### src/rtl/rv_wb_stage_pipe.sv
// Registered write-back stage: valid/ready intake from MEM, NSRC-way result select,
// stall on late load data, load formatting/alignment checks, regfile/forwarding drive
// and a retire counter.
module rv_wb_stage_pipe #(
  parameter int unsigned XLEN  = 32,
  parameter int unsigned NSRC  = 3,
  parameter int unsigned SRC_W = $clog2(NSRC),
  parameter int unsigned CNT_W = 32
) (
  input  logic                 clk,
  input  logic                 reset,
  input  logic                 in_valid,
  output logic                 in_ready,
  input  logic [XLEN-1:0]      pc_in,
  input  logic [31:0]          iw_in,
  input  logic [XLEN-1:0]      alu_in,
  input  logic [NSRC*XLEN-1:0] src_rdata,
  input  logic [NSRC-1:0]      src_rvalid,
  input  logic [4:0]           wb_reg_in,
  input  logic                 wb_enable_in,
  input  logic [SRC_W-1:0]     wb_src_in,
  output logic                 regif_wb_enable,
  output logic [4:0]           regif_wb_reg,
  output logic [XLEN-1:0]      regif_wb_data,
  output logic                 df_wb_enable,
  output logic [4:0]           df_wb_reg,
  output logic [XLEN-1:0]      df_wb_data,
  output logic                 wb_from_mem_out,
  output logic                 wb_stall_out,
  output logic                 load_misalign_err,
  output logic [XLEN-1:0]      retire_pc,
  output logic [CNT_W-1:0]     retire_count
);

  localparam int unsigned OFF_W = $clog2(XLEN / 8);

  typedef enum logic {StIdle, StWait} state_e;

  state_e state_q, state_d;

  // Holding register for the accepted instruction
  logic [XLEN-1:0]  pc_q, alu_q;
  logic [31:0]      iw_q;
  logic [4:0]       reg_q;
  logic             wen_q;
  logic [SRC_W-1:0] src_q;

  // Registered commit outputs
  logic             wb_en_q, from_mem_q, err_q;
  logic [4:0]       wb_reg_q;
  logic [XLEN-1:0]  wb_data_q, retire_pc_q;
  logic [CNT_W-1:0] retire_cnt_q;

  logic             accept, commit, sel_valid, is_load, ld_err, mis_err, err;
  logic [XLEN-1:0]  cur_pc, cur_alu, sel_data, fmt_data, sh_b, sh_h, sh_w;
  logic [31:0]      cur_iw;
  logic [4:0]       cur_reg;
  logic             cur_wen;
  logic [SRC_W-1:0] in_src, cur_src;
  logic [OFF_W-1:0] off, off_h, off_w;
  logic [2:0]       funct3;

  assign in_ready     = (state_q == StIdle);
  assign wb_stall_out = (state_q == StWait);
  assign accept       = in_valid & in_ready;

  // Out-of-range selects fall back to the ALU
  assign in_src = (int'(wb_src_in) < int'(NSRC)) ? wb_src_in : '0;

  // In IDLE the live inputs are committed directly; in WAIT the held copy is used
  always_comb begin
    if (state_q == StIdle) begin
      cur_pc  = pc_in;
      cur_iw  = iw_in;
      cur_alu = alu_in;
      cur_reg = wb_reg_in;
      cur_wen = wb_enable_in;
      cur_src = in_src;
    end else begin
      cur_pc  = pc_q;
      cur_iw  = iw_q;
      cur_alu = alu_q;
      cur_reg = reg_q;
      cur_wen = wen_q;
      cur_src = src_q;
    end
  end

  // Source mux; the ALU result is always valid
  always_comb begin
    sel_data  = cur_alu;
    sel_valid = 1'b1;
    for (int k = 1; k < int'(NSRC); k++) begin
      if (cur_src == SRC_W'(k)) begin
        sel_data  = src_rdata[k*XLEN +: XLEN];
        sel_valid = src_rvalid[k];
      end
    end
  end

  assign commit = (state_q == StIdle) ? (accept & sel_valid) : sel_valid;

  // Next-state: park in WAIT until the selected source delivers
  always_comb begin
    state_d = state_q;
    unique case (state_q)
      StIdle: if (accept && !sel_valid) state_d = StWait;
      StWait: if (sel_valid) state_d = StIdle;
      default: state_d = StIdle;
    endcase
  end

  // Load formatting and alignment checks
  always_comb begin
    is_load  = (cur_iw[6:0] == 7'b0000011);
    funct3   = cur_iw[14:12];
    off      = cur_alu[OFF_W-1:0];
    off_h    = off & ~OFF_W'(1);
    off_w    = off & ~OFF_W'(3);
    sh_b     = sel_data >> {off, 3'b000};
    sh_h     = sel_data >> {off_h, 3'b000};
    sh_w     = sel_data >> {off_w, 3'b000};
    fmt_data = sel_data;
    ld_err   = 1'b0;
    mis_err  = 1'b0;
    if (is_load) begin
      case (funct3)
        3'b000: fmt_data = XLEN'($signed(sh_b[7:0]));
        3'b100: fmt_data = XLEN'(sh_b[7:0]);
        3'b001: begin
          fmt_data = XLEN'($signed(sh_h[15:0]));
          mis_err  = off[0];
        end
        3'b101: begin
          fmt_data = XLEN'(sh_h[15:0]);
          mis_err  = off[0];
        end
        3'b010: begin
          fmt_data = XLEN'($signed(sh_w[31:0]));
          mis_err  = (off[1:0] != 2'b00);
        end
        3'b110: begin
          if (XLEN == 64) begin
            fmt_data = XLEN'(sh_w[31:0]);
            mis_err  = (off[1:0] != 2'b00);
          end else begin
            fmt_data = '0;
            ld_err   = 1'b1;
          end
        end
        3'b011: begin
          if (XLEN == 64) begin
            fmt_data = sel_data;
            mis_err  = (off != '0);
          end else begin
            fmt_data = '0;
            ld_err   = 1'b1;
          end
        end
        default: begin
          fmt_data = '0;
          ld_err   = 1'b1;
        end
      endcase
    end
    err = ld_err | mis_err;
  end

  // State, holding register and commit outputs
  always_ff @(posedge clk or negedge reset) begin
    if (!reset) begin
      state_q      <= StIdle;
      pc_q         <= '0;
      iw_q         <= '0;
      alu_q        <= '0;
      reg_q        <= '0;
      wen_q        <= 1'b0;
      src_q        <= '0;
      wb_en_q      <= 1'b0;
      from_mem_q   <= 1'b0;
      err_q        <= 1'b0;
      wb_reg_q     <= '0;
      wb_data_q    <= '0;
      retire_pc_q  <= '0;
      retire_cnt_q <= '0;
    end else begin
      state_q <= state_d;
      if (accept) begin
        pc_q  <= pc_in;
        iw_q  <= iw_in;
        alu_q <= alu_in;
        reg_q <= wb_reg_in;
        wen_q <= wb_enable_in;
        src_q <= in_src;
      end
      wb_en_q    <= commit & cur_wen & (cur_reg != 5'd0) & ~err;
      from_mem_q <= commit & (cur_src != '0);
      err_q      <= commit & err;
      if (commit) begin
        wb_reg_q    <= cur_reg;
        wb_data_q   <= fmt_data;
        retire_pc_q <= cur_pc;
        if (!err) retire_cnt_q <= retire_cnt_q + CNT_W'(1);
      end
    end
  end

  assign regif_wb_enable   = wb_en_q;
  assign regif_wb_reg      = wb_reg_q;
  assign regif_wb_data     = wb_data_q;
  assign df_wb_enable      = wb_en_q;
  assign df_wb_reg         = wb_reg_q;
  assign df_wb_data        = wb_data_q;
  assign wb_from_mem_out   = from_mem_q;
  assign load_misalign_err = err_q;
  assign retire_pc         = retire_pc_q;
  assign retire_count      = retire_cnt_q;

  // Slice 0 / bit 0 are architecturally unused; other iw fields are not decoded here
  logic unused_bits;
  assign unused_bits = ^{src_rdata[XLEN-1:0], src_rvalid[0], cur_iw[31:15], cur_iw[11:7]};

endmodule
### config.mk
export PLATFORM = sky130hd
export DESIGN_NAME = rv_wb_stage_pipe
export DESIGN_NICKNAME = d
export VERILOG_FILES = /design/src/rtl/rv_wb_stage_pipe.sv
export SDC_FILE = /design/constraint.sdc
export NUM_CORES = 1
export LEC_CHECK = 0
export CAP_MARGIN = 25
export CORE_UTILIZATION = 40
export DETAILED_ROUTE_END_ITERATION = 6
export PLACE_DENSITY = 0.84
export SLEW_MARGIN = 10
export SYNTH_ARGS = -nofsm -noshare
export SYNTH_HDL_FRONTEND = slang
export SYNTH_SLANG_ARGS = --single-unit
### constraint.sdc
create_clock -name clk -period 3.15 [get_ports clk]
set_input_delay 0.945 -clock clk [delete_from_list [all_inputs] [get_ports clk]]
set_output_delay 0.945 -clock clk [all_outputs]
set_load 0.01 [all_outputs]
==> metrics.txt <==
status finished, final reports clean; Final Routed Wirelength roughly 29,000 um; synthesized area between 0.009 and 0.01 mm^2; dpl cell area between 0.01 and 0.015 mm^2; # Post-CTS Setup Buffers 0; PnR worst setup slack about 0.13 ns; CTS Hold Bufs 0; crit path launch type primary input; via-per-instance ratio between 5 and 6; Top Family by Delay on Critical Path buffers and inverters; largest family of logic cells by synthesized area multiplexers; max-cap violation count 0; die width about 160 um; Worst EP required between 3 and 4 ns; final instance area between 0.01 and 0.015 mm^2; Initial Util approximately two fifths; Peak VDD IR around 0.34 mV; synth unique cells 72; critical path's slowest cell clkdlybuf4s50_1; Min Clock Period, post-route between 3 and 4 ns; Wirelength per Cell roughly 18 um; DIE HEIGHT 157 um; Top FF cell, synth dfrtp_1; worst slew pin tran between 0.6 and 0.7 ns; Crit Path Max Fanout 16; Worst Hold Class in2async; cts repair resizes 0; Post-Synth Adder-Cell Area less than 1%; Post-Synth XOR/XNOR Area between 2 and 3%; number of remaining DRC errors 0; CTS sink count between 150 and 200; Synth Instances just over 900; Max Slew Vio Count 0; CP peak stage delay around 0.62 ns; FILL cells around 2,000; Avg Cell Area, Syn between 10 and 15 um^2; syn nets approximately 1,100; final worst-path cycle share between 90% and 100%; post-synth top area share ~48%; setup TNS 0 ns; Compound-Gate Fraction of Synth Area around 13%; post-layout net count between 1,000 and 1,500; via count about 8,000; R2R Setup Slk between 0.3 and 0.4 ns; f_max 331 MHz; Final ANT Viol Nets 0; CTS max path bufs 2; DP Worst Slack -0.356 ns; Synth Area in Simple Gates 13.1%; Worst Path Arrival approximately 3.3 ns; Synth area leaders dfrtp_1, mux2_2, mux2i_1, nand2_1, buf_4; critical path endpoint category flip-flop; R2R Path Start wb_stall_out; TritonCTS clock tree yes; hpwl dp 22,200 um; Crit Path Category in2reg; htree depth 4; hold_ws ~0.47 ns; final setup vio count 0; YS warnings 0; Seq/Total Area, Yosys 48.4%; Worst Clk Skew around 0.011 ns; layout cell share with drive strength beyond 1 a little under a fifth; mux share of post-synthesis cell area 16.7%; first-pass GRT wire length between 40,000 and 50,000 um; grt ovf 0; EDFF count, synth 0; drt first pass iters 6; initial antenna violation count 4; commonest non-fill, non-tap cell in the layout clkdlybuf4s50_1; total CTS buffers 17; I/O pins between 300 and 400; Initial DRC Count between 400 and 500; PwrDens 543 mW/mm^2; Non-Filler Instances between 1,500 and 2,000; post-synth top area cell dfrtp_1; FF+latch count, synth between 150 and 200; root buffer cell clkbuf_16; area growth from synthesis to layout 42.7%; row count 56; CP Cell Sequence clkdlybuf4s50_1 -> nor3b_4 -> buf_12 -> nor3_1 -> a21oi_1 -> o21ai_0 -> buf_4 -> mux2i_1 -> o22ai_1 -> a221o_1; fraction of registers with async set/reset 100%; crit path buf inv count 3; I/O Buffers just under 300; Placed Cells incl. Taps 1,520; most frequent cells in the layout clkdlybuf4s50_1, dfrtp_1, nand2_1; Core Footprint ~0.024 mm^2; Leakage approximately 5.6 nW; GRT Util Overall between 20% and 30%; total die area around 0.025 mm^2; max_slew headroom a little over half; later-pin clock latency in the skew report 0.43 ns; GPL Wtd Cong about 0.9; critical path startpoint wb_src_in[0]; clock transition at the registers of the reported paths roughly 0.080 ns; largest net degree at the start of global routing 75; RSZ-0062 raised after global routing false; Hold Violations, Final 0; vias in the first global route ~8,200
-- cell families (layout without fill, tap and decap cells) --
kind of cell               Yosys count  count (layout)
other                                0               3
adders and majority gates            1               1
AOI/OAI and AO/OA                  186             186
and+or+nand+nor                    257             257
xor gates and xnor gates            33              33
buffers and inverters               98             418
muxes                              151             151
DFF                                187             187
-- power by group --
group / total [mW] / switching [mW] / internal [mW]
clock: 2.11 / 1.05 / 1.06
combinational: 2.30 / 0.992 / 1.31
sequential: 3.08 / 0.308 / 2.77
-- cells in the mapped netlist, types with 16 or more instances --
| cell type | instances |
|---|---|
| a21oi_1 | 37 |
| a22oi_1 | 16 |
| buf_4 | 50 |
| clkbuf_1 | 21 |
| dfrtp_1 | 187 |
| mux2_2 | 80 |
| mux2i_1 | 71 |
| nand2_1 | 104 |
| nor2_1 | 47 |
| nor3_1 | 26 |
| o21ai_0 | 70 |
| xnor2_1 | 24 |
-- through the flow --
stage | total power, mW | util, %
after floorplan | 4.18 | -
after global placement | 5.35 | 55.9
after detailed placement | 5.43 | 55.9
after CTS | 7.56 | 58.4
after global routing | 7.88 | 58.4
final | 7.49 | 58.4
-- layout make-up --
cell class	count	area (um^2)	share of cell area, %
sequential	187	4680	34.0
multi-input combinational	628	4420	32.0
timing repair buffer	380	3680	26.7
clock buffer	17	425	3.08
tap	319	399	2.89
clock inverter	15	154	1.12
inverter	6	22.5	0.163
antenna	3	7.51	0.0544
-- routing by layer --
layer	up-vias	track usage [%]	wire length, um
li1	3838	-	-
met1	3930	29.3	11900
met2	289	39.5	13800
met3	50	7.57	2250
met4	2	8.04	669
met5	-	0	13
-- final timing paths --
path,end,cells after the start
max in group asynchronous,retire_count[1],2
min reg2reg,retire_count[31],1
max reg2reg,retire_count[28],7
min,retire_pc[12],1
max,df_wb_data[2],10
min in group clk,retire_count[31],1
Note: power is estimated with default switching activity, not from simulation.
